## src/rtl/clk_div_mon_if.sv

```systemverilog
// Signal bundle between the divided-clock monitor and its environment.
// The environment drives clk_div/err_clr; the monitor drives the measurement and status outputs.
interface clk_div_mon_if;
  logic       clk_div;
  logic       err_clr;
  logic [7:0] period;
  logic [7:0] high_cnt;
  logic       meas_valid;
  logic       locked;
  logic       err;
  logic [7:0] err_cnt;
  logic       stall;

  modport master (
    output clk_div, err_clr,
    input  period, high_cnt, meas_valid, locked, err, err_cnt, stall
  );

  modport slave (
    input  clk_div, err_clr,
    output period, high_cnt, meas_valid, locked, err, err_cnt, stall
  );
endinterface

```

## src/rtl/clk_div_mon.sv

```systemverilog
// Measures period and high time of an asynchronous divided clock, judges lock
// against an expected period, and flags period errors and stalls.
module clk_div_mon #(
  parameter int EXP_PERIOD = 5,
  parameter int TOL        = 0,
  parameter int LOCK_CNT   = 4,
  parameter int STALL_MAX  = 255
) (
  input  logic         clk_in,
  input  logic         rst,
  clk_div_mon_if.slave mon
);
  localparam logic [7:0] STALL_MAX_B = 8'(STALL_MAX);
  localparam logic [3:0] LOCK_CNT_B  = 4'(LOCK_CNT);

  typedef enum logic [1:0] {S_IDLE, S_ACQ, S_LOCK} state_t;

  state_t     r_state;
  state_t     w_state_next;
  logic       r_s1, r_s2, r_s3;
  logic [7:0] r_per_cnt, r_hi_acc;
  logic [7:0] r_period, r_high_cnt, r_err_cnt;
  logic [3:0] r_good_run;
  logic       r_meas_valid, r_err, r_stall;

  logic       w_rise, w_meas, w_good, w_bad_lock, w_stall_evt, w_err_evt;
  logic [3:0] w_good_run_inc;
  int         w_diff;

  always_comb begin
    w_rise         = r_s2 & ~r_s3;
    w_diff         = int'({24'd0, r_per_cnt}) - EXP_PERIOD;
    w_good         = (w_diff <= TOL) && (w_diff >= -TOL) &&
                     (r_hi_acc != 8'd0) && (r_hi_acc < r_per_cnt);
    w_good_run_inc = (r_good_run == 4'hF) ? r_good_run : r_good_run + 4'd1;
    w_meas         = w_rise && (r_state != S_IDLE);
    // A rise coincident with the timeout is a valid edge, so it suppresses the stall.
    w_stall_evt    = !w_rise && (r_state != S_IDLE) && (r_per_cnt == STALL_MAX_B);
    w_bad_lock     = w_meas && !w_good && (r_state == S_LOCK);
    w_err_evt      = w_bad_lock || w_stall_evt;
  end

  always_comb begin
    w_state_next = r_state;
    case (r_state)
      S_IDLE: begin
        if (w_rise) w_state_next = S_ACQ;
      end
      S_ACQ: begin
        if (w_stall_evt)
          w_state_next = S_IDLE;
        else if (w_meas && w_good && (w_good_run_inc >= LOCK_CNT_B))
          w_state_next = S_LOCK;
      end
      S_LOCK: begin
        if (w_stall_evt)     w_state_next = S_IDLE;
        else if (w_bad_lock) w_state_next = S_ACQ;
      end
      default: w_state_next = S_IDLE;
    endcase
  end

  always_ff @(posedge clk_in) begin
    if (rst) r_state <= S_IDLE;
    else     r_state <= w_state_next;
  end

  always_ff @(posedge clk_in) begin
    if (rst) begin
      r_s1         <= 1'b0;
      r_s2         <= 1'b0;
      r_s3         <= 1'b0;
      r_per_cnt    <= 8'd0;
      r_hi_acc     <= 8'd0;
      r_period     <= 8'd0;
      r_high_cnt   <= 8'd0;
      r_meas_valid <= 1'b0;
      r_good_run   <= 4'd0;
      r_stall      <= 1'b0;
      r_err        <= 1'b0;
      r_err_cnt    <= 8'd0;
    end else begin
      r_s1 <= mon.clk_div;
      r_s2 <= r_s1;
      r_s3 <= r_s2;

      if (w_rise)                    r_per_cnt <= 8'd1;
      else if (r_per_cnt != 8'hFF)   r_per_cnt <= r_per_cnt + 8'd1;

      // The rise cycle itself is a high sample, hence the reload value of 1.
      if (w_rise)                          r_hi_acc <= 8'd1;
      else if (r_s2 && r_hi_acc != 8'hFF)  r_hi_acc <= r_hi_acc + 8'd1;

      r_meas_valid <= w_meas;
      if (w_meas) begin
        r_period   <= r_per_cnt;
        r_high_cnt <= r_hi_acc;
      end

      if (w_stall_evt)  r_good_run <= 4'd0;
      else if (w_meas)  r_good_run <= w_good ? w_good_run_inc : 4'd0;

      if (w_stall_evt)  r_stall <= 1'b1;
      else if (w_rise)  r_stall <= 1'b0;

      // An error event in the same cycle as err_clr restarts the count at one.
      if (w_err_evt) begin
        r_err     <= 1'b1;
        r_err_cnt <= mon.err_clr ? 8'd1 :
                     (r_err_cnt == 8'hFF) ? r_err_cnt : r_err_cnt + 8'd1;
      end else if (mon.err_clr) begin
        r_err     <= 1'b0;
        r_err_cnt <= 8'd0;
      end
    end
  end

  assign mon.period     = r_period;
  assign mon.high_cnt   = r_high_cnt;
  assign mon.meas_valid = r_meas_valid;
  assign mon.locked     = (r_state == S_LOCK);
  assign mon.err        = r_err;
  assign mon.err_cnt    = r_err_cnt;
  assign mon.stall      = r_stall;
endmodule
```

## src/flat_wrapper.sv

```systemverilog
// flat-port wrapper written by rule: the top's interface ports become plain ports
module clk_div_mon_flat 
#(
  parameter int EXP_PERIOD = 5,
  parameter int TOL        = 0,
  parameter int LOCK_CNT   = 4,
  parameter int STALL_MAX  = 255
)
  (clk_in, rst, mon_clk_div, mon_err_clr, mon_period, mon_high_cnt, mon_meas_valid, mon_locked, mon_err, mon_err_cnt, mon_stall);
  clk_div_mon_if mon_i ();
  input  logic clk_in;
  input  logic rst;
  input wire logic [$bits(mon_i.clk_div)-1:0] mon_clk_div;
  input wire logic [$bits(mon_i.err_clr)-1:0] mon_err_clr;
  output wire logic [$bits(mon_i.period)-1:0] mon_period;
  output wire logic [$bits(mon_i.high_cnt)-1:0] mon_high_cnt;
  output wire logic [$bits(mon_i.meas_valid)-1:0] mon_meas_valid;
  output wire logic [$bits(mon_i.locked)-1:0] mon_locked;
  output wire logic [$bits(mon_i.err)-1:0] mon_err;
  output wire logic [$bits(mon_i.err_cnt)-1:0] mon_err_cnt;
  output wire logic [$bits(mon_i.stall)-1:0] mon_stall;
  assign mon_i.clk_div = mon_clk_div;
  assign mon_i.err_clr = mon_err_clr;
  assign mon_period = mon_i.period;
  assign mon_high_cnt = mon_i.high_cnt;
  assign mon_meas_valid = mon_i.meas_valid;
  assign mon_locked = mon_i.locked;
  assign mon_err = mon_i.err;
  assign mon_err_cnt = mon_i.err_cnt;
  assign mon_stall = mon_i.stall;
  clk_div_mon #(.EXP_PERIOD(EXP_PERIOD), .TOL(TOL), .LOCK_CNT(LOCK_CNT), .STALL_MAX(STALL_MAX)) u_core (.clk_in(clk_in), .rst(rst), .mon(mon_i));
endmodule
```

## config.mk

```make
export PLATFORM = sky130hd
export DESIGN_NAME = clk_div_mon_flat
export DESIGN_NICKNAME = d
export VERILOG_FILES = /design/src/rtl/clk_div_mon_if.sv /design/src/rtl/clk_div_mon.sv /design/src/flat_wrapper.sv
export SDC_FILE = /design/constraint.sdc
export NUM_CORES = 1
export LEC_CHECK = 0
export BUFFER_PORTS_ARGS = -buffer_cell sky130_fd_sc_hd__buf_2
export CAP_MARGIN = 20
export CORE_MARGIN = 3
export CORE_UTILIZATION = 52
export CTS_CLUSTER_SIZE = 40
export DETAILED_ROUTE_END_ITERATION = 10
export MAX_ROUTING_LAYER = met4
export PLACE_DENSITY = 0.73
export SKIP_LAST_GASP = 1
export SYNTH_ARGS = -nofsm -noshare
export SYNTH_HDL_FRONTEND = slang
export SYNTH_SLANG_ARGS = --single-unit
```

## constraint.sdc

```tcl
create_clock -name clk_in -period 2.6 [get_ports clk_in]
set_input_delay 0.26 -clock clk_in [delete_from_list [all_inputs] [get_ports clk_in]]
set_output_delay 0.26 -clock clk_in [all_outputs]
set_load 0.005 [all_outputs]
```

# After elaboration in Yosys (flattened, before gate mapping)

Cells that the tools add are included.

Flip-flop bits (word level): 52
Output and inout bits: 28

Equality and inequality tests: 11
$add $sub $neg: 5
Bitwise gates (word level): 2
Order comparisons: 4
Reduce and logical (&&, ||, !) cells: 25
Multiplexer cells: 20

Operator list:

| cell                                                                     | count |
|---|---|
| 32-bit by 1-bit >= comparator with 1-bit output (second input constant)  | 1 |
| 32-bit by 1-bit <= comparator with 1-bit output (second input constant)  | 1 |
| 8-bit 2-to-1 mux                                                         | 4 |
| 8-bit by 1-bit adder with 8-bit output (second input constant)           | 3 |
| 8-bit == test (second input constant)                                    | 2 |
| 8-bit inequality test (second input constant)                            | 2 |
| 1-bit logical AND                                                        | 11 |
| 2-bit 2-to-1 mux                                                         | 5 |
| 2-bit nonzero test                                                       | 5 |
| 8-bit by 3-bit subtractor with 9-bit output (second input constant)      | 1 |
| 8-bit less-than comparator                                               | 1 |
| 1-bit 2-to-1 mux                                                         | 8 |
| 4-bit 2-to-1 mux                                                         | 2 |
| 8-bit nonzero test                                                       | 1 |
| 3-bit by 1-bit inequality test with 1-bit output (second input constant) | 2 |
| 2-bit one-hot mux with 3 select lines                                    | 1 |
| 4-bit by 1-bit adder with 4-bit output (second input constant)           | 1 |
| 4-bit == test (second input constant)                                    | 1 |
| 4-bit by 3-bit >= comparator with 1-bit output (second input constant)   | 1 |
| 2-bit OR reduction                                                       | 2 |
| 3-bit AND reduction                                                      | 1 |
| 2-bit by 1-bit == test with 1-bit output (second input constant)         | 1 |
| 2-bit == test (second input constant)                                    | 1 |
| 1-bit zero test                                                          | 2 |
| other kinds (7)                                                          | 7 |

# Depth between registers and ports, before layout

Depth in word-level cells: 11
Gate-level depth with buffers: 10
Depth with buffers taken out: 8

# Least setup slack after synthesis

OpenSTA, ideal clock, no wires.

Path type: flip-flop to flip-flop
From: reg u_core.r_per_cnt[5]
To: reg u_core.r_err_cnt[5], in the netlist u_core.mon.err_cnt[5]
Stages on the path, launching flop included: 8
Clock period less this slack: 2072 ps
Slack: 528 ps
Arrival time: 2002 ps
Buffers on the path: 0
Cell sequence: dfxtp_1 > inv_1 > ha_1 > nand4_1 > o311ai_4 > a2bb2oi_2 > or4_1 > a21oi_1

Word-level cells in the longest chain between the ends: 11
Elaborated cells between the ends (all ways): 16
Those cells by class: add/sub (1); order compare (3); eq/ne (1); mux (1); reduce/logical (10)

Ends and longest elaborated chain:

| what                                                                                                                      | line               | text |
|---|---|---|
| start, declared                                                                                                           | clk_div_mon.sv:21  | `logic [7:0] r_per_cnt, r_hi_acc;` |
| start signal, assigned                                                                                                    | clk_div_mon.sv:88  | `else if (r_per_cnt != 8'hFF) r_per_cnt <= r_per_cnt + 8'd1;` |
| 8-bit by 3-bit subtractor with 9-bit output                                                                               | clk_div_mon.sv:32  | `w_diff = int'({24'd0, r_per_cnt}) - EXP_PERIOD;` |
| 32-bit by 1-bit <= comparator with 1-bit output / 32-bit by 1-bit >= comparator with 1-bit output (equally long branches) | clk_div_mon.sv:33  | `w_good = (w_diff <= TOL) && (w_diff >= -TOL) &&` |
| 1-bit logical AND (2 in a row)                                                                                            | clk_div_mon.sv:33  |  |
| 1-bit logical AND                                                                                                         | clk_div_mon.sv:34  | `(r_hi_acc != 8'd0) && (r_hi_acc < r_per_cnt);` |
| 1-bit zero test                                                                                                           | clk_div_mon.sv:39  | `w_bad_lock = w_meas && !w_good && (r_state == S_LOCK);` |
| 1-bit logical AND (2 in a row)                                                                                            | clk_div_mon.sv:39  |  |
| 1-bit logical OR (*)                                                                                                      | clk_div_mon.sv:40  | `w_err_evt = w_bad_lock \|\| w_stall_evt;` |
| 2-bit nonzero test (no line)                                                                                              | -                  |  |
| 2-bit AND reduction (no line)                                                                                             | -                  |  |
| end signal, assigned                                                                                                      | clk_div_mon.sv:109 | `r_err_cnt <= mon.err_clr ? 8'd1 :` |
| end, declared                                                                                                             | clk_div_mon.sv:22  | `logic [7:0] r_period, r_high_cnt, r_err_cnt;` |

Every way passes the cells marked *; elsewhere a longest branch is shown, timed or not.
A chain may end at the register's enable or synchronous reset.

# Final worst setup path

Same ends and word-level chain as after synthesis.

==> metrics.txt <==
clock net sink count=52; clock root buffer=clkbuf_8; synthesized net count=325; wire length per cell=roughly 14 um; total gr overflow=0; layout cells sized above 1=between 10% and 20%; Worst EP arrival=between 2 and 3 ns; initial antenna violation count=0; top cells by area, synth=dfxtp_1 41%, ha_1 6.8%, a21oi_1 6.4%; Synth area leader=dfxtp_1; First-pass DRT Iterations=4; Setup Viol. Count Final=0; number of buffers created by CTS=5; I/O pins=32; Seq/Total Area, Yosys=40.5%; # rows=24; fin crit period=2.36 ns; nature of the critical path startpoint=flip-flop; Reg clk slew, reported paths=roughly 0.090 ns; Final Hold Fails=0; RePlAce Congestion=0.869; Starting Density=56.3%; VDD IR max=about 0.33 mV; delay-heaviest family, CP=compound AO/OA/AOI/OAI gates; largest net degree at the start of global routing=32; YS warnings=0; via/cell ratio=5.49; status=completed; Die Y=about 76 um; Finished Core Util=about 63%; Vias=around 2200; post-synthesis cell type count=between 50 and 60; most common cell after layout, fill and taps aside=dfxtp_1; Max Fclk=0.423 GHz; total track usage=20.5%; critical path class=flip-flop to flip-flop; number of global-route vias before repair=between 2000 and 2500; number of synthesized flops with an enable pin=0; Setup crit end kind=flip-flop; Pwr Density=between 400 and 500 nW/um^2; CTS tree=built; DR DRC count=0; commonest non-fill, non-tap cells in the layout=52 x dfxtp_1, 44 x nand2_1, 33 x a21oi_1; setup_tns=0 ns; synthesized flop and latch total=52; Core Area=roughly 4600 um^2; Tcrit/Tclk final=about nine tenths; crit-path max cell delay=between 0.5 and 0.6 ns; Max Root-Sink Buffers=2; Post-CTS Setup Inserts=0; cts hold-fix bufs=0; die area=between 5000 and 6000 um^2; post-cts sizing count=0; WP buf/inv=1; Port Buffers=31; Placed Area=between 2000 and 3000 um^2; Slew HR=61.9%; Critical-path top delay cell=or4_1; Mapped Cells=just over 300; crit-path max FO=9; first-pass GRT wire length=between 9000 and 10000 um; remaining antenna violation count=0; Clk Latency, worst-skew pair=about 0.31 ns; Max Slew Vio Count=0; Worst-Margin Slew=between 0.5 and 0.6 ns; Syn Std Cell Area=roughly 2600 um^2; skew final=approximately 0.012 ns; Area growth syn-to-layout=12.3%; final instance area=2890 um^2; Hold Slack=about 0.16 ns; Antenna Cells=0; RSZ-0062 raised after global routing=false; DPL Wire Length=4040 um; dominant synthesized flop cell=dfxtp_1; Max Cap Viol=0; syn avg cell area=8.37 um^2; area fraction of the dominant cell type after synthesis=approximately 41%; Final #Nets=357; Worst EP required=roughly 2.8 ns; leak pwr=about 1.1 nW; Die W=~76 um; CTS H-Tree Depth=2; initial drt markers=roughly 100; CP cell instances=inv_1, ha_1, nand4_1, o311ai_4, a2bb2oi_2, or4_1, a21oi_1; final WL=between 5000 and 6000 um; Hold/Removal Path Class=input pin to flip-flop; Post-synth ARST share=0%
==> per-stage QoR <==
step | power (mW) | instances | setup WS (ns)
floorplan | 0.912 | 307 | 0.528
CTS | 1.38 | 404 | 0.261
global route | 1.42 | 404 | 0.138
finish | 1.36 | 404 | 0.237
detailed placement | 0.936 | 397 | 0.275
global placement | 0.933 | 397 | 0.361
==> synthesized netlist by cell type (all sizes together), types with 2 or more instances <==
cell / number
dfxtp: 52
nand2: 44
a21oi: 33
nor2: 30
ha: 14
o21ai: 13
inv: 11
nand3: 11
and3: 10
clkbuf: 8
nor3: 8
buf: 6
nand2b: 6
xnor2: 6
xor2: 6
nand4: 5
nor2b: 4
a211oi: 3
nor4: 3
a2111oi: 2
a21o: 2
and4: 2
nor4b: 2
o21a: 2
o22ai: 2
o311ai: 2
or2: 2
or3: 2
==> metal layers <==
metal,global-route usage [%],up-vias,wire (um)
met5,-,-,0
met4,6.52,0,74
met3,4.73,6,256
met2,34.2,49,2630
met1,24.6,1026,2610
li1,-,1135,-
==> flip-flops by register name (all words and copies together) (netlist names) <==
signal / flops
u_core.r_s1: 1
u_core.mon.high_cnt: 8
u_core.mon.stall: 1
u_core.mon.meas_valid: 1
u_core.r_state: 2
u_core.r_hi_acc: 8
u_core.r_per_cnt: 8
u_core.mon.err_cnt: 8
u_core.r_s3: 1
u_core.mon.period: 8
u_core.r_s2: 1
u_core.r_good_run: 4
u_core.mon.err: 1
==> kinds of logic after synthesis <==
kind of cell	Yosys count	share of synthesized area, %
xor gates and xnor gates	12	4.38
AOI/OAI and AO/OA	71	18.6
muxes	1	0.390
buffers and inverters	25	3.99
and+or+nand+nor	132	25.3
DFF	52	40.5
adders and majority gates	14	6.82
==> worst reg2reg max path, cell delays in order, from the launching register on <==
cell and delay (ns):
dfxtp_1 0.45, inv_1 0.11, ha_1 0.30, nand4_1 0.15, o311ai_4 0.42, a2bb2oi_2 0.18, or4_1 0.53, a21oi_1 0.16
==> report_power, final <==
group	internal [mW]	switching, mW	total, mW
combinational	0.0398	0.0574	0.0972
clock	0.183	0.257	0.440
sequential	0.806	0.0139	0.820
==> worst paths after layout <==
path	slack (ns)	endpoint	depth (start not counted)	startpoint
min reg2reg	0.45	u_core.r_s2	1	u_core.r_s1
min	0.16	u_core.r_s1	2	mon_clk_div
max	0.24	u_core.mon.err_cnt[5]	7	u_core.r_per_cnt[5]
max reg2reg	0.24	u_core.mon.err_cnt[5]	7	u_core.r_per_cnt[5]
==> area by class of cell <==
cell class | count | area, um^2
fillers | 438 | 1680
multi-input cells | 230 | 1430
flip-flops and latches | 52 | 1040
repair buffers | 39 | 215
well taps | 65 | 81.3
clock buffers | 5 | 68.8
inverters | 11 | 41.3
clock inverters | 2 | 12.5
(Power assumes the default switching activity.)
